File: src/rtl/pipe_pkg.sv
// Shared types and defaults for the pipeline hazard/sequencing controller.
package pipe_pkg;

  localparam int unsigned RA_W_DEF = 32;
  localparam int unsigned PC_W_DEF = 32;
  localparam int unsigned ZERO_REG = 0;

  typedef enum logic [1:0] {
    RUN      = 2'd0,
    MEM_WAIT = 2'd1,
    ERR      = 2'd2
  } state_t;

endpackage

File: src/rtl/hazard_cmp.sv
// Load-use comparator: flags an ID source that depends on a load currently in EX.
module hazard_cmp
  import pipe_pkg::*;
#(
  parameter int unsigned RA_W = RA_W_DEF
) (
  input  logic [RA_W-1:0] id_rs_addr,
  input  logic [RA_W-1:0] id_rt_addr,
  input  logic            id_uses_rs,
  input  logic            id_uses_rt,
  input  logic            ex_MemRead,
  input  logic [RA_W-1:0] ex_reg_write_addr,
  output logic            lu_c
);

  logic rs_hit;
  logic rt_hit;

  // The zero register is hard-wired, so a load targeting it never creates a dependency.
  always_comb begin
    rs_hit = id_uses_rs && (id_rs_addr == ex_reg_write_addr);
    rt_hit = id_uses_rt && (id_rt_addr == ex_reg_write_addr);
    lu_c   = ex_MemRead && (ex_reg_write_addr != RA_W'(ZERO_REG)) && (rs_hit || rt_hit);
  end

endmodule

File: src/rtl/pipe_hazard_ctrl.sv
// Pipeline sequencing/hazard controller: load-use stall, MEM-stage redirect, memory freeze + watchdog.
// Optional stall/flush performance counters are enabled with PIPE_HAZARD_PERF_EN.
module pipe_hazard_ctrl
  import pipe_pkg::*;
#(
  parameter int unsigned RA_W        = RA_W_DEF,
  parameter int unsigned PC_W        = PC_W_DEF,
  parameter int unsigned TMO_W       = 8,
  parameter int unsigned MEM_TIMEOUT = 200
) (
  input  logic            clk,
  input  logic            reset,
  input  logic [RA_W-1:0] id_rs_addr,
  input  logic [RA_W-1:0] id_rt_addr,
  input  logic            id_uses_rs,
  input  logic            id_uses_rt,
  input  logic            ex_MemRead,
  input  logic [RA_W-1:0] ex_reg_write_addr,
  input  logic            mem_Branch,
  input  logic            mem_BranchFlip,
  input  logic            mem_Jump,
  input  logic            mem_MemRead,
  input  logic            mem_MemWrite,
  input  logic            mem_zr,
  input  logic [PC_W-1:0] mem_branch_addr,
  input  logic [PC_W-1:0] mem_jump_addr,
  input  logic            dmem_ready,
  output logic            pc_write,
  output logic            ifid_write,
  output logic            idex_write,
  output logic            exmem_write,
  output logic            ifid_flush,
  output logic            idex_flush,
  output logic            exmem_flush,
  output logic            pc_sel,
  output logic [PC_W-1:0] pc_target,
  output logic            mem_err
`ifdef PIPE_HAZARD_PERF_EN
  ,
  output logic [15:0]     stall_cnt,
  output logic [15:0]     flush_cnt
`endif
);

  state_t           state;
  state_t           state_nxt;
  logic [TMO_W-1:0] count;
  logic [TMO_W-1:0] count_nxt;
  logic [TMO_W-1:0] count_inc;
  logic             err_set;
  logic             take;
  logic             mem_acc;
  logic             lu;
  logic             freeze;
  logic             resolve;

  hazard_cmp #(.RA_W(RA_W)) u_hazard_cmp (
    .id_rs_addr        (id_rs_addr),
    .id_rt_addr        (id_rt_addr),
    .id_uses_rs        (id_uses_rs),
    .id_uses_rt        (id_uses_rt),
    .ex_MemRead        (ex_MemRead),
    .ex_reg_write_addr (ex_reg_write_addr),
    .lu_c              (lu)
  );

  assign take      = mem_Jump | (mem_Branch & (mem_zr ^ mem_BranchFlip));
  assign mem_acc   = mem_MemRead | mem_MemWrite;
  assign pc_target = mem_Jump ? mem_jump_addr : mem_branch_addr;
  assign count_inc = (count == {TMO_W{1'b1}}) ? count : count + TMO_W'(1);

  // State, watchdog count and sticky error flag.
  always_ff @(posedge clk) begin
    if (reset) begin
      state   <= RUN;
      count   <= '0;
      mem_err <= 1'b0;
    end else begin
      state   <= state_nxt;
      count   <= count_nxt;
      mem_err <= mem_err | err_set;
    end
  end

  // Next state plus control outputs; a release cycle from MEM_WAIT resolves like RUN.
  always_comb begin
    state_nxt   = state;
    count_nxt   = count;
    err_set     = 1'b0;
    freeze      = 1'b0;
    resolve     = 1'b0;
    pc_write    = 1'b1;
    ifid_write  = 1'b1;
    idex_write  = 1'b1;
    exmem_write = 1'b1;
    ifid_flush  = 1'b0;
    idex_flush  = 1'b0;
    exmem_flush = 1'b0;
    pc_sel      = 1'b0;

    if (reset) begin
      ifid_flush  = 1'b1;
      idex_flush  = 1'b1;
      exmem_flush = 1'b1;
    end else begin
      unique case (state)
        RUN: begin
          if (mem_acc && !dmem_ready) begin
            freeze    = 1'b1;
            state_nxt = MEM_WAIT;
            count_nxt = TMO_W'(1);
          end else begin
            resolve = 1'b1;
          end
        end
        MEM_WAIT: begin
          if (dmem_ready) begin
            resolve   = 1'b1;
            state_nxt = RUN;
            count_nxt = '0;
          end else begin
            freeze    = 1'b1;
            count_nxt = count_inc;
            if (count_inc >= TMO_W'(MEM_TIMEOUT)) begin
              err_set   = 1'b1;
              state_nxt = ERR;
            end
          end
        end
        ERR: begin
          freeze = 1'b1;
        end
        default: begin
          state_nxt = RUN;
        end
      endcase

      if (freeze) begin
        pc_write    = 1'b0;
        ifid_write  = 1'b0;
        idex_write  = 1'b0;
        exmem_write = 1'b0;
      end else if (resolve) begin
        if (take) begin
          ifid_flush  = 1'b1;
          idex_flush  = 1'b1;
          exmem_flush = 1'b1;
          pc_sel      = 1'b1;
        end else if (lu) begin
          pc_write   = 1'b0;
          ifid_write = 1'b0;
          idex_flush = 1'b1;
        end
      end
    end
  end

`ifdef PIPE_HAZARD_PERF_EN
  logic stall_ev;
  logic redirect_ev;

  // A held PC outside ERR is either a load-use bubble or a memory freeze.
  assign stall_ev    = (state != ERR) && !pc_write;
  assign redirect_ev = pc_sel;

  // Saturating performance counters.
  always_ff @(posedge clk) begin
    if (reset) begin
      stall_cnt <= '0;
      flush_cnt <= '0;
    end else begin
      if (stall_ev && (stall_cnt != 16'hFFFF)) stall_cnt <= stall_cnt + 16'd1;
      if (redirect_ev && (flush_cnt != 16'hFFFF)) flush_cnt <= flush_cnt + 16'd1;
    end
  end
`endif

endmodule

File: config.mk
export PLATFORM = sky130hd
export DESIGN_NAME = pipe_hazard_ctrl
export DESIGN_NICKNAME = d
export VERILOG_FILES = /design/src/rtl/pipe_pkg.sv /design/src/rtl/hazard_cmp.sv /design/src/rtl/pipe_hazard_ctrl.sv
export SDC_FILE = /design/constraint.sdc
export NUM_CORES = 1
export LEC_CHECK = 0
export CELL_PAD_IN_SITES_DETAIL_PLACEMENT = 1
export CELL_PAD_IN_SITES_GLOBAL_PLACEMENT = 1
export CORE_UTILIZATION = 16
export CTS_CLUSTER_DIAMETER = 80
export DETAILED_ROUTE_END_ITERATION = 10
export PLACE_DENSITY = 0.86
export SETUP_SLACK_MARGIN = 0.15
export SYNTH_ARGS = -nofsm -noshare
export SYNTH_HDL_FRONTEND = slang
export SYNTH_SLANG_ARGS = --single-unit
export TNS_END_PERCENT = 5
File: constraint.sdc
create_clock -name clk -period 2.65 [get_ports clk]
set_input_delay 0.6625 -clock clk [delete_from_list [all_inputs] [get_ports clk]]
set_output_delay 0.6625 -clock clk [all_outputs]
set_load 0.02 [all_outputs]
# Word level (Yosys, flattened, before mapping)
# Cells that the tools add are included.
[totals]
ff_bits = 11
latchBits = 0
mem_bits_rw = 0
romBits = 0
inputBits = 172
memories = 0
[op_classes]
addsub = 1
mul = 0
n_div = 0
magnitude_cmp = 1
n_eq_ne = 7
shift = 0
muxes = 38
n_bitwise = 6
n_reduce_logical = 12
[op_table]
columns = ["op", "n"]
rows = [
  ["$eq 32x32->1", 2],
  ["$mux 32", 1],
  ["$reduce_bool 32->1", 1],
  ["$mux 1", 27],
  ["$mux 8", 3],
  ["$pmux 8 s2", 1],
  ["$add 8x1->8 const B", 1],
  ["$eq 8x8->1 const B", 1],
  ["$ge 8x8->1 const B", 1],
  ["$mux 2", 3],
  ["$pmux 2 s3", 1],
  ["$logic_and 1x1->1", 5],
  ["$ne 3x3->1 const B", 1],
  ["$or 1x1->1", 3],
  ["$pmux 1 s3", 1],
  ["$reduce_and 3->1", 1],
  ["$eq 2x1->1 const B", 1],
  ["$eq 2x2->1 const B", 1],
  ["$logic_not 2->1", 1],
  ["$ne 2x2->1 const B", 1],
  ["$pmux 1 s2", 1],
  ["$reduce_and 2->1", 1],
  ["$reduce_bool 2->1", 1],
  ["$and 1x1->1", 1],
  ["other kinds (4)", 4],
]

# Depth between registers and ports, before layout
[depth]
ltp_word = 9
depth_mapped = 7
ltp_nobuf = 7

# Modules after synthesis
# A second synthesis with hierarchy kept.
[unflattened]
cells_unflattened = 234
hier_area_um2 = 1950.6
[by_module_without_submodules]
columns = ["module", "instances", "cells_per_inst", "area_each_um2", "seq_area_each_um2"]
rows = [
  ["pipe_hazard_ctrl", 1, 135, 1176.1, 220.2],
  ["hazard_cmp", 1, 99, 774.5, 0.0],
]

# Least setup slack after synthesis
# OpenSTA, ideal clock, no wires.
[synth_timing]
kind = "input -> output"
startpoint = "in ex_reg_write_addr[18]"
endpoint = "out pc_write"
arrival_time_ns = 2.195
t_required_ns = 1.987
setup_slack_ns = -0.208
stages = 7
cell_sequence = "xor2_1 -> nor4_2 -> nand4_1 -> or4_1 -> o41ai_1 -> a21boi_1 -> buf_4"
[synth_via]
elab_chain_len = 9
word_cells_on_any_way = 13
classes_between = "eq/ne (2); mux (5); reduce/logical (6)"
[synth_rtl]
columns = ["element", "line", "source"]
rows = [
  ["from (decl)", "pipe_hazard_ctrl.sv:18", "input logic [RA_W-1:0] ex_reg_write_addr,"],
  ["$eq 32x32->1, on equally long branches", "hazard_cmp.sv:21, hazard_cmp.sv:22", ""],
  ["$logic_and 1x1->1, on equally long branches", "hazard_cmp.sv:21, hazard_cmp.sv:22", ""],
  ["$logic_or 1x1->1", "hazard_cmp.sv:23", "lu_c = ex_MemRead && (ex_reg_write_addr != RA_W'(ZERO_REG)) && (rs_hit || rt_hit);"],
  ["$logic_and 1x1->1 (*)", "hazard_cmp.sv:23", ""],
  ["$mux 1 (*) (5 in a row)", "n/a", ""],
  ["to (decl)", "pipe_hazard_ctrl.sv:28", "output logic pc_write,"],
]
# Every way passes the cells marked *; elsewhere a longest branch is shown, timed or not.

# Worst setup path after layout
[layout_timing]
startpoint = "in ex_reg_write_addr[25]"
endpoint = "out idex_flush"
[layout_via]
elab_chain_len = 9
word_cells_on_any_way = 13
classes_between = "eq/ne (2); mux (5); reduce/logical (6)"
[layout_rtl]
columns = ["element", "line", "source"]
rows = [
  ["$eq 32x32->1, on equally long branches", "hazard_cmp.sv:21, hazard_cmp.sv:22", ""],
  ["$logic_and 1x1->1, on equally long branches", "hazard_cmp.sv:21, hazard_cmp.sv:22", ""],
  ["$logic_or 1x1->1", "hazard_cmp.sv:23", ""],
  ["$logic_and 1x1->1 (*)", "hazard_cmp.sv:23", ""],
  ["$mux 1 (*)", "pipe_hazard_ctrl.sv:149", "end else if (lu) begin"],
  ["$mux 1 (*)", "pipe_hazard_ctrl.sv:144", "if (take) begin"],
  ["$mux 1 (*)", "pipe_hazard_ctrl.sv:143", "end else if (resolve) begin"],
  ["$mux 1 (*)", "pipe_hazard_ctrl.sv:138", "if (freeze) begin"],
  ["$mux 1 (*)", "pipe_hazard_ctrl.sv:101", "if (reset) begin"],
  ["to (decl)", "pipe_hazard_ctrl.sv:33", "output logic idex_flush,"],
]
# Marked as above.

==> impl_metrics.ini <==
[status]
violations = setup timing
outcome = finished, violations left

[final_layout]
syn_to_final_growth_pct = 147
multi_input_area_mm2 = 0.00189
design_area_mm2 = 0.00466
final_cell_mix = clkdlybuf4s50_1 (78), xor2_1 (46), buf_4 (40)
mostFrequentLayoutCell = clkdlybuf4s50_1
regArea_um2 = 220
drive_gt1_frac = 0.383
final_nets = 646
fill_cells = 1321

[timing]
setup_ws_ns = -0.394
post-route-min-period_ns = 3.04
relSlewSlack = 0.579
period_share = 1.15
fmax_mhz = 329
rsz0062_at_grt = yes
drv_slew = 0
final_hold_viol_count = 0
setup_viol = 5
fin_worst_skew_ns = 0.00218
tightest_slew_ns = 0.628

[synth]
syn_area_mm2 = 0.00189
syn_nets = 401
synth-edff-count = 0
yosys.area.top_type = xor2_1
yosysTopAreaCellShare = 0.293
ys_seq_area_frac = 0.117
synthesis.instances = 228
ys.flop_type = dfxtp_1
yosysWarningCount = 0
synth_area_leaders = xor2_1 (29%), mux2_2 (19%), dfxtp_1 (12%), nor4_1 (7.0%), a211oi_1 (2.4%)
ys_ff_latch = 11
syn_avg_cell_area_um2 = 8.27
synthArstFlopShare = 0
ys_types = 44

[placed_design]
numPortBuffers = 212
placed_area_mm2 = 0.00446
gp_congestion = 0.900
hpwl_um = 10300
dp_slack_ns = -1.36

[drt]
vias = 2785
via_per_inst = 4.51
drc = 0
dr.first_iter.drc_count = 66
wl_per_cell_um = 19.5
drt_first_pass_iters = 4
ant_nets = 0
wl_um = 12100

[floorplan]
num_io_pins = 213
core_area_mm2 = 0.0115
dieArea_mm2 = 0.0122
dieWidth_um = 111
initial_core_util = 0.164
rows = 39
die_h_um = 111

[setup_path]
worstSetupPathType = in -> out
crit_slowest_cell = or4_4
cp_slowest_stage_delay_ns = 0.59
cp.required_ns = 1.99
cp_num_buf_inv = 2
crit_fanout = 2
critPathMostFrequentCell = buf_6
path_cells = buf_6 -> xor2_2 -> nor4_2 -> nand4_1 -> or4_4 -> o41ai_4 -> or2_1 -> buf_6
cp-start-kind = primary input
endpoint_kind = output pin
worst_ep_arrival_time_ns = 2.38
crit_family = simple AND/OR/NAND/NOR gates

[cts]
cts.path.max_buffers = 2
hold_buffers = 0
cts_sinks = 11
ctsRootBufferMaster = clkbuf_16
htree_num_levels = 1
cts_tree = yes
clkLatencyLatePin_ns = 0.24
cts_buffers = 3
worst_setup_hold_path_clk_slew_ns = 0.04

[global_route]
grt_pass1_vias = 3282
grt_start_max_net_pins = 33
grt-ovfl-total = 0
grt_pass1_wl_um = 17900
antenna_found_initial = 2
grt_util_all_layers = 0.190

[flow_run]
cap_violations = 0

[power]
p_per_area_mw_per_mm2 = 246
ir_drop_uv = 171
leakage_nw = 1.92

[hold_path]
min_path_type = reg -> reg
-- timing repair --
item                                    in CTS  in global routing
endpoints found under the hold margin        0                  0
pin swaps                                   47                 27
gates resized for setup                    364                 54
endpoints found under the setup margin      40                 36
setup buffers                                1                  0
-- cell usage after synthesis (3+ instances only) --
cell type,n
clkbuf_1,8
mux2_2,32
nand4_1,5
buf_4,3
nor4_2,3
a211oi_1,6
o31ai_1,3
nand3_1,6
nor2_1,9
nand2_1,9
a21oi_1,8
a31oi_1,3
nor4_1,21
nor3_1,3
xor2_1,63
dfxtp_1,11
-- tightest hold or removal path: cells and delay by family, from the launching register on --
kind / cells / cell delay [ns]
AO/OA/AOI/OAI: 1 / 0.05
buffers and inverters: 1 / 0.05
flip-flops: 1 / 0.30
-- kinds of logic after synthesis --
| logic type | count (synthesis) | synth area share |
|---|---|---|
| and+or+nand+nor | 68 | 0.214 |
| buffers and inverters | 15 | 0.0365 |
| AOI/OAI and AO/OA | 35 | 0.127 |
| xor gates and xnor gates | 65 | 0.302 |
| DFF | 11 | 0.117 |
| muxes | 33 | 0.196 |
| adders and majority gates | 1 | 0.00663 |
-- sequential cells by signal, summed over array words and instances (netlist names) --
name,flops
state,2
mem_err,1
count,8
-- final cells by class --
cell class                 count  share of cell area
clock buffer                   4              0.0169
timing repair buffer         252               0.489
tap                          143              0.0384
inverter                       3             0.00242
multi-input combinational    202               0.405
sequential                    11              0.0473
antenna                        2             0.00107
-- final timing paths --
kind / startpoint / end / slack (ns) / cells after the start
max: ex_reg_write_addr[25] / idex_flush / -0.39 / 8
min: mem_err$_SDFF_PP0_ / mem_err$_SDFF_PP0_ / 0.45 / 2
max reg2reg: count[0]$_SDFFE_PP0P_ / state[1]$_SDFFE_PP0P_ / 0.82 / 6
min reg2reg: mem_err$_SDFF_PP0_ / mem_err$_SDFF_PP0_ / 0.45 / 2
-- where the power goes --
part | internal, mW | switching, mW
Sequential | 0.169 | 0.00316
Clock | 0.203 | 0.0849
Combinational | 0.384 | 0.300
Total | 0.755 | 0.389
-- layer usage --
metal | vias to the layer above | track usage | share of wire
met5 | - | 0 | 0
met4 | 0 | 0.0809 | 0.037
met3 | 32 | 0.0340 | 0.055
met2 | 131 | 0.360 | 0.52
met1 | 1304 | 0.204 | 0.39
li1 | 1318 | - | -
-- per-stage QoR --
step	hold slack, ns	setup TNS [ns]	utilization	power (mW)	instances
floorplan	0.459	-0.113	-	0.402	228
global placement	0.443	-17.23	0.389	0.861	610
detailed placement	0.443	-18.12	0.389	0.875	610
CTS	0.449	-1.29	0.400	1.13	615
global route	0.493	-1.82	0.406	1.19	617
finish	0.445	-1.37	0.406	1.14	617
No activity file was read; power rests on OpenSTA's default activity.
